===== config.mk =====
export PLATFORM = sky130hd
export DESIGN_NAME = program_record_streamer
export DESIGN_NICKNAME = d
export VERILOG_FILES = /design/src/rtl/program_record_streamer.sv
export SDC_FILE = /design/constraint.sdc
export NUM_CORES = 1
export LEC_CHECK = 0
export CAP_MARGIN = 30
export CORE_ASPECT_RATIO = 0.75
export CORE_MARGIN = 5
export CORE_UTILIZATION = 50
export DETAILED_ROUTE_END_ITERATION = 8
export PLACE_DENSITY = 0.87
export SYNTH_ARGS = -nofsm -noshare
export SYNTH_HDL_FRONTEND = slang
export SYNTH_SLANG_ARGS = --single-unit

===== constraint.sdc =====
create_clock -name clk -period 3.7 [get_ports clk]
set_clock_uncertainty 0.2 [all_clocks]
set_input_delay 0.555 -clock clk [delete_from_list [all_inputs] [get_ports clk]]
set_output_delay 0.555 -clock clk [all_outputs]
set_load 0.01 [all_outputs]

===== src/rtl/program_record_streamer.sv =====
// program_record_streamer: walks a stripped hex record image in a synchronous
// ROM, publishes each record header, streams data bytes over valid/ready and
// verifies the per-record checksum.
module program_record_streamer #(
  parameter int unsigned PROGRAM_SIZE   = 1024,
  parameter int unsigned PROG_ADDR_BITS = $clog2(PROGRAM_SIZE),
  parameter int unsigned ADDR_BYTES     = 2,
  parameter int unsigned MAX_BLOCK_LEN  = 64
) (
  input  logic                      clk,
  input  logic                      rst,
  output logic [PROG_ADDR_BITS-1:0] prog_addr,
  input  logic [7:0]                prog_data,
  input  logic                      start,
  input  logic                      rewind,
  output logic                      ready,
  output logic                      block_valid,
  output logic [7:0]                block_length,
  output logic [8*ADDR_BYTES-1:0]   block_address,
  output logic [7:0]                block_type,
  output logic [7:0]                data_out,
  output logic                      data_valid,
  input  logic                      data_ready,
  output logic                      data_last,
  output logic                      block_done,
  output logic                      eof,
  output logic                      err,
  output logic [1:0]                err_code
);

  localparam int unsigned AW = 8 * ADDR_BYTES;
  localparam logic [PROG_ADDR_BITS-1:0] LAST_ADDR = PROG_ADDR_BITS'(PROGRAM_SIZE - 1);
  localparam logic [7:0] MAX_LEN  = 8'(MAX_BLOCK_LEN);
  localparam logic [2:0] TYPE_IDX = 3'(ADDR_BYTES + 1);
  localparam logic [1:0] CODE_LEN  = 2'd1;
  localparam logic [1:0] CODE_CSUM = 2'd2;
  localparam logic [1:0] CODE_OVR  = 2'd3;

  typedef enum logic [2:0] {
    S_IDLE,
    S_FETCH_HDR,
    S_FETCH_DATA,
    S_HOLD_DATA,
    S_FETCH_CSUM
  } state_t;

  state_t                    state_q, state_d;
  logic                      phase_q, phase_d;   // 0: address settle, 1: capture
  logic [2:0]                idx_q, idx_d;
  logic [7:0]                beat_q, beat_d;
  logic [7:0]                sum_q, sum_d;

  logic [PROG_ADDR_BITS-1:0] prog_addr_d;
  logic                      ready_d;
  logic                      block_valid_d;
  logic [7:0]                block_length_d;
  logic [AW-1:0]             block_address_d;
  logic [7:0]                block_type_d;
  logic [7:0]                data_out_d;
  logic                      data_valid_d;
  logic                      data_last_d;
  logic                      block_done_d;
  logic                      eof_d;
  logic                      err_d;
  logic [1:0]                err_code_d;

  logic                      at_last;
  logic [PROG_ADDR_BITS-1:0] addr_inc;
  logic [7:0]                sum_nxt;
  logic                      accept;

  assign at_last  = (prog_addr == LAST_ADDR);
  assign addr_inc = at_last ? prog_addr : prog_addr + PROG_ADDR_BITS'(1);
  assign sum_nxt  = sum_q + prog_data;
  assign accept   = ready && start && !eof && !rewind;

  // Next-state and next-output logic for the record walker.
  always_comb begin
    state_d         = state_q;
    phase_d         = phase_q;
    idx_d           = idx_q;
    beat_d          = beat_q;
    sum_d           = sum_q;
    prog_addr_d     = prog_addr;
    block_valid_d   = block_valid;
    block_length_d  = block_length;
    block_address_d = block_address;
    block_type_d    = block_type;
    data_out_d      = data_out;
    data_valid_d    = data_valid;
    data_last_d     = data_last;
    block_done_d    = 1'b0;
    eof_d           = eof;
    err_d           = err;
    err_code_d      = err_code;

    case (state_q)
      S_IDLE: begin
        if (rewind) begin
          prog_addr_d = '0;
          eof_d       = 1'b0;
        end else if (accept) begin
          state_d    = S_FETCH_HDR;
          phase_d    = 1'b0;
          idx_d      = '0;
          sum_d      = '0;
          err_d      = 1'b0;
          err_code_d = '0;
        end
      end

      S_FETCH_HDR: begin
        if (!phase_q) begin
          phase_d = 1'b1;
        end else begin
          phase_d     = 1'b0;
          prog_addr_d = addr_inc;
          sum_d       = sum_nxt;
          idx_d       = idx_q + 3'd1;
          if (idx_q == 3'd0) begin
            block_length_d = prog_data;
          end else if (idx_q < TYPE_IDX) begin
            block_address_d = {block_address[AW-9:0], prog_data};
          end else begin
            block_type_d  = prog_data;
            block_valid_d = 1'b1;
          end
          if (idx_q == 3'd0 && prog_data > MAX_LEN) begin
            err_d        = 1'b1;
            err_code_d   = CODE_LEN;
            block_done_d = 1'b1;
            state_d      = S_IDLE;
          end else if (at_last) begin
            err_d         = 1'b1;
            err_code_d    = CODE_OVR;
            block_done_d  = 1'b1;
            block_valid_d = 1'b0;
            state_d       = S_IDLE;
          end else if (idx_q == TYPE_IDX) begin
            beat_d  = '0;
            state_d = (block_length != 8'd0) ? S_FETCH_DATA : S_FETCH_CSUM;
          end
        end
      end

      S_FETCH_DATA: begin
        if (!phase_q) begin
          phase_d = 1'b1;
        end else begin
          phase_d     = 1'b0;
          prog_addr_d = addr_inc;
          sum_d       = sum_nxt;
          if (at_last) begin
            err_d         = 1'b1;
            err_code_d    = CODE_OVR;
            block_done_d  = 1'b1;
            block_valid_d = 1'b0;
            state_d       = S_IDLE;
          end else begin
            data_out_d   = prog_data;
            data_valid_d = 1'b1;
            data_last_d  = (beat_q == block_length - 8'd1);
            beat_d       = beat_q + 8'd1;
            state_d      = S_HOLD_DATA;
          end
        end
      end

      S_HOLD_DATA: begin
        if (data_ready) begin
          data_valid_d = 1'b0;
          data_last_d  = 1'b0;
          state_d      = data_last ? S_FETCH_CSUM : S_FETCH_DATA;
        end
      end

      S_FETCH_CSUM: begin
        if (!phase_q) begin
          phase_d = 1'b1;
        end else begin
          phase_d       = 1'b0;
          prog_addr_d   = addr_inc;
          block_done_d  = 1'b1;
          block_valid_d = 1'b0;
          state_d       = S_IDLE;
          if (sum_nxt != 8'd0) begin
            err_d      = 1'b1;
            err_code_d = CODE_CSUM;
          end else if (block_type == 8'h01) begin
            eof_d = 1'b1;
          end
        end
      end

      default: state_d = S_IDLE;
    endcase

    ready_d = (state_d == S_IDLE);
  end

  // State and output registers.
  always_ff @(posedge clk) begin
    if (rst) begin
      state_q       <= S_IDLE;
      phase_q       <= 1'b0;
      idx_q         <= '0;
      beat_q        <= '0;
      sum_q         <= '0;
      prog_addr     <= '0;
      ready         <= 1'b0;
      block_valid   <= 1'b0;
      block_length  <= '0;
      block_address <= '0;
      block_type    <= '0;
      data_out      <= '0;
      data_valid    <= 1'b0;
      data_last     <= 1'b0;
      block_done    <= 1'b0;
      eof           <= 1'b0;
      err           <= 1'b0;
      err_code      <= '0;
    end else begin
      state_q       <= state_d;
      phase_q       <= phase_d;
      idx_q         <= idx_d;
      beat_q        <= beat_d;
      sum_q         <= sum_d;
      prog_addr     <= prog_addr_d;
      ready         <= ready_d;
      block_valid   <= block_valid_d;
      block_length  <= block_length_d;
      block_address <= block_address_d;
      block_type    <= block_type_d;
      data_out      <= data_out_d;
      data_valid    <= data_valid_d;
      data_last     <= data_last_d;
      block_done    <= block_done_d;
      eof           <= eof_d;
      err           <= err_d;
      err_code      <= err_code_d;
    end
  end

endmodule


## After elaboration in Yosys (flattened, before gate mapping)

Index checks and enable logic that the tools add are counted.
W data, S select, Z words.

| cells by class | value |
|---|---|
| equality and inequality tests | 26 |
| order comparisons | 2 |
| mux-type cells | 79 |
| $add $sub $neg | 5 |
| bitwise gates (word level) | 3 |
| reductions and logical operators | 34 |

Operators with widths:

| operator | number |
|---|---|
| $mux W8 | 9 |
| $mux W3 | 14 |
| $ne A2 B2 Y1 const B | 16 |
| $pmux W8 S2 | 2 |
| $mux W1 | 31 |
| $mux W10 | 3 |
| $reduce_and A4 Y1 | 6 |
| $pmux W10 S2 | 1 |
| $mux W2 | 9 |
| $reduce_bool A8 Y1 | 2 |
| $pmux W3 S5 | 1 |
| $reduce_and A7 Y1 | 2 |
| $reduce_bool A2 Y1 | 6 |
| $add A10 B1 Y10 const B | 1 |
| $eq A10 B10 Y1 const B | 1 |
| $reduce_and A5 Y1 | 2 |
| $eq A3 B2 Y1 const B | 3 |
| $logic_not A3 Y1 | 3 |
| $reduce_and A3 Y1 | 3 |
| $add A8 B1 Y8 const B | 1 |
| $add A8 B8 Y8 | 1 |
| $eq A8 B1 Y1 const B | 1 |
| $eq A8 B8 Y1 | 1 |
| $gt A8 B7 Y1 const B | 1 |
| other kinds (18) | 29 |

| storage, ports and cells | value |
|---|---|
| output and inout bits | 59 |
| logic and storage cells | 167 |
| flip-flop bits (word level) | 82 |
| bits of input ports | 13 |

## Logic depth before layout (Yosys ltp)

| depth | value |
|---|---|
| depth in word-level cells | 8 |
| gate-level depth with buffers | 8 |
| depth with buffers taken out | 8 |

## Least setup slack after synthesis

Ideal clock, no wire load.

| timing path | value |
|---|---|
| kind | input to register |
| start | input prog_data[0] |
| end | register err_code[0] |
| cell stages on the path | 8 |
| setup slack | 0.938 ns |
| data arrival time | 2.446 ns |
| data required time | 3.384 ns |
| setup time | 0.116 ns |
| buffers on the path | 0 |
| cell sequence | ha_1 fa_1 a211oi_1 o21ba_2 o22ai_1 a2111oi_4 nor3_1 o211a_1 |

| on the way | value |
|---|---|
| cells in the longest elaborated chain, start to end | 5 |
| elaborated cells on any way between the ends | 9 |
| classes of those cells | add/sub: 1; order compare: 1; eq/ne: 1; mux: 3; reduce/logical: 3 |

Ends and longest elaborated chain:

| element | RTL line | RTL |
|---|---|---|
| start: declaration | 13 | `input logic [7:0] prog_data,` |
| parallel branches: the longest is 5 deep, another holds $add A8 B8 Y8 | - |  |
| end signal: assignment | 240 | `err_code <= err_code_d;` |
| end: declaration | 28 | `output logic [1:0] err_code` |

Several ways; the timed one is not identified. The select of a mux whose other input is x is not followed.
A chain may end at the register's enable or synchronous reset.

## Worst setup path after layout

Same ends and word-level chain as after synthesis.

==> results.json <==
{
  "status": "finished clean",
  "combPwrFrac_pct": 12.9,
  "syn-mean-instance-area_um2": 8.48,
  "synth_compound_area_share_pct": 16.6,
  "final_util_pct": 65.0,
  "dp_hpwl_mm": 8.34,
  "cts_resized": 0,
  "synth_edf_count": 0,
  "postRouteAntennaNets": 0,
  "grtUsageTotal_pct": 23.0,
  "crit_required_ns": 3.76,
  "synth_ff_type": "dfxtp_1",
  "yosysSeqAreaShare_pct": 39.7,
  "coreArea_um2": 7990,
  "synth_top_family_by_area": "simple AND/OR/NAND/NOR gates",
  "h-tree-depth": 3,
  "placed_area_um2": 5000,
  "max_freq_mhz": 316,
  "min_period_ns": 3.16,
  "path_class": "in2reg",
  "setup_violations": 0,
  "power_density_nw_per_um2": 346,
  "dp_slack_ns": 0.219,
  "synth_mux_area_share_pct": 8.22,
  "num_rows": 28,
  "worstHoldStart": "data_out[3]",
  "totalWireLength_mm": 11.5,
  "fin_ws_ns": 0.536,
  "die_area_um2": 10200,
  "ys_ff_latch": 82,
  "path_max_fanout": 6,
  "die_w_um": 115,
  "synthAdderAreaFrac_pct": 4.72,
  "tns_ns": 0,
  "stdcell_area_um2": 5190,
  "hold_slack_ns": 0.264,
  "maxCapViolCount": 0,
  "root_buffer": "clkbuf_8",
  "routed-via-count": 3988,
  "grt_max_degree": 68,
  "cp-end-kind": "flip-flop",
  "fp.dieH_um": 88.8,
  "avgRoutedWirePerCell_um": 17.1,
  "worstMarginPinSlew_ns": 0.959,
  "switching_share_pct": 30.4,
  "async_flop_share_pct": 0,
  "clock_path_buffers": 2,
  "syn_nets": 516,
  "overflow": 0,
  "ios": 72,
  "finalCritPeriodShare_pct": 85.5,
  "vdd_drop_max_mv": 0.205,
  "synthTopCellsByArea": "dfxtp_1 (40%), mux2i_1 (8.2%), nor2_1 (7.8%)",
  "drtIter0Drc": 415,
  "synth_top_area_share_pct": 39.7,
  "ff2ff_setup_slack_ns": 0.90,
  "gp_congestion": 0.942,
  "worstRegToRegCells": 9,
  "drc": 0,
  "slew_headroom_pct": 35.9,
  "layout_commonest_cell": "nor2_1",
  "numCtsBuffers": 9,
  "syn_to_final_growth_pct": 25.4,
  "initial_core_util_pct": 51.8,
  "final_cell_mix": "nor2_1 (86), dfxtp_1 (82), clkdlybuf4s50_1 (70)",
  "rsz0062_at_grt": "no",
  "syn-instance-count": 488,
  "final_nets": 590,
  "antennaDiodeCount": 0,
  "holdCritPathClass": "reg2reg",
  "holdBufCountCts": 0,
  "p_seq_share_pct": 51.7,
  "drive_gt1_share_pct": 6.88,
  "switchingPower_mw": 0.546,
  "synthSimpleGateAreaFrac_pct": 24.0,
  "cts_tree": "yes",
  "whs_endpoint": "data_out[3]",
  "grt_pass1_wl_mm": 18.6,
  "synth-xor-area-share_pct": 3.99,
  "final-hold-violation-count": 0,
  "cts_setup_buffers": 0,
  "clkPwrFrac_pct": 35.4,
  "clkSinkCount": 82,
  "yosysWarnings": 0,
  "clk_pin_slew_ns": 0.10,
  "dr.pass1.iters": 5,
  "p_leak_nw": 1.90,
  "p_int_mw": 1.25,
  "grt_pass1_vias": 3752,
  "routed_via_density": 5.93,
  "synthDistinctLibCells": 65,
  "insertion_delay_ns": 0.37,
  "port_buffers": 71,
  "antenna_found_initial": 0,
  "regToRegStartpoint": "sum_q[0]",
  "start_kind": "input port",
  "reg2reg_to": "err_code[0]",
  "arrival_ns": 3.23,
  "post-synth-top-area-cell": "dfxtp_1",
  "final_max_slew_viol_count": 0,
  "hold_depth": 2,
  "netlist_area_um2": 4140
}
==> worst max-delay path, stage by stage <==
cell	delay (ns)
clkdlybuf4s50_1	0.46
ha_1	0.26
fa_1	0.42
a211oi_1	0.29
buf_4	0.19
or4b_1	0.12
o2111ai_1	0.21
a2111oi_4	0.40
nor3_1	0.10
o211a_1	0.22
==> layout make-up <==
class / instances / area (µm²)
clock buffer: 9 / 124
clock inverter: 7 / 70.1
fill: 675 / 2800
inverter: 9 / 33.8
multi-input combinational: 376 / 2390
sequential: 82 / 1640
tap: 105 / 131
timing repair buffer: 84 / 803
==> logic make-up after synthesis <==
group,count (synthesis)
xor gates and xnor gates,18
DFF,82
AOI/OAI and AO/OA,97
and+or+nand+nor,212
buffers and inverters,30
muxes,34
adders and majority gates,15
==> how the worst max path moves through the flow <==
stage / endpoint / cells past startpoint / slack (ns) / from
floorplan: err_code[0] / 8 / 0.94 / prog_data[0]
global placement: err_code[0] / 8 / 0.33 / prog_data[2]
detailed placement: err_code[0] / 10 / 0.22 / prog_data[0]
CTS: err_code[0] / 10 / 0.58 / prog_data[0]
global route: err_code[0] / 10 / 0.48 / prog_data[0]
finish: err_code[0] / 10 / 0.54 / prog_data[0]
==> per-stage QoR <==
| stage | instances | power [mW] |
|---|---|---|
| global placement | 656 | 1.17 |
| floorplan | 488 | 1.09 |
| CTS | 672 | 1.79 |
| global route | 672 | 1.86 |
| finish | 672 | 1.80 |
| detailed placement | 656 | 1.17 |
==> per-layer routing <==
layer / part of all wire, % / wire length, µm / up-vias / track usage (%)
met3: 6.9 / 789 / 26 / 4.17
met4: 2.6 / 300 / 0 / 9.81
li1: - / - / 1888 / -
met1: 45 / 5150 / 1917 / 30.7
met2: 46 / 5260 / 157 / 36.6
met5: 0 / 0 / - / 0
==> registers in the layout, summed over array words and instances (netlist names), 8 cells and up <==
name	count
block_address	16
block_length	8
block_type	8
beat_q	8
sum_q	8
data_out	8
prog_addr	10
==> power groups by stage <==
stage	logic, mW	registers, mW	clock network, mW
floorplan	0.158	0.929	0
global placement	0.220	0.947	0
detailed placement	0.225	0.947	0
CTS	0.228	0.927	0.639
global route	0.250	0.932	0.680
finish	0.231	0.929	0.637
==> cell usage after synthesis, types with 5 or more instances <==
cell type / number
and3_1: 5
nand3_1: 14
dfxtp_1: 82
nor2_1: 86
nand2_1: 47
a31oi_1: 6
xnor2_1: 13
o21a_1: 5
a211oi_1: 6
a22oi_1: 10
clkbuf_1: 18
inv_1: 9
nor3_1: 21
mux2i_1: 34
ha_1: 14
o21ai_0: 12
a21oi_1: 24
Note: power is estimated with default switching activity, not from simulation.
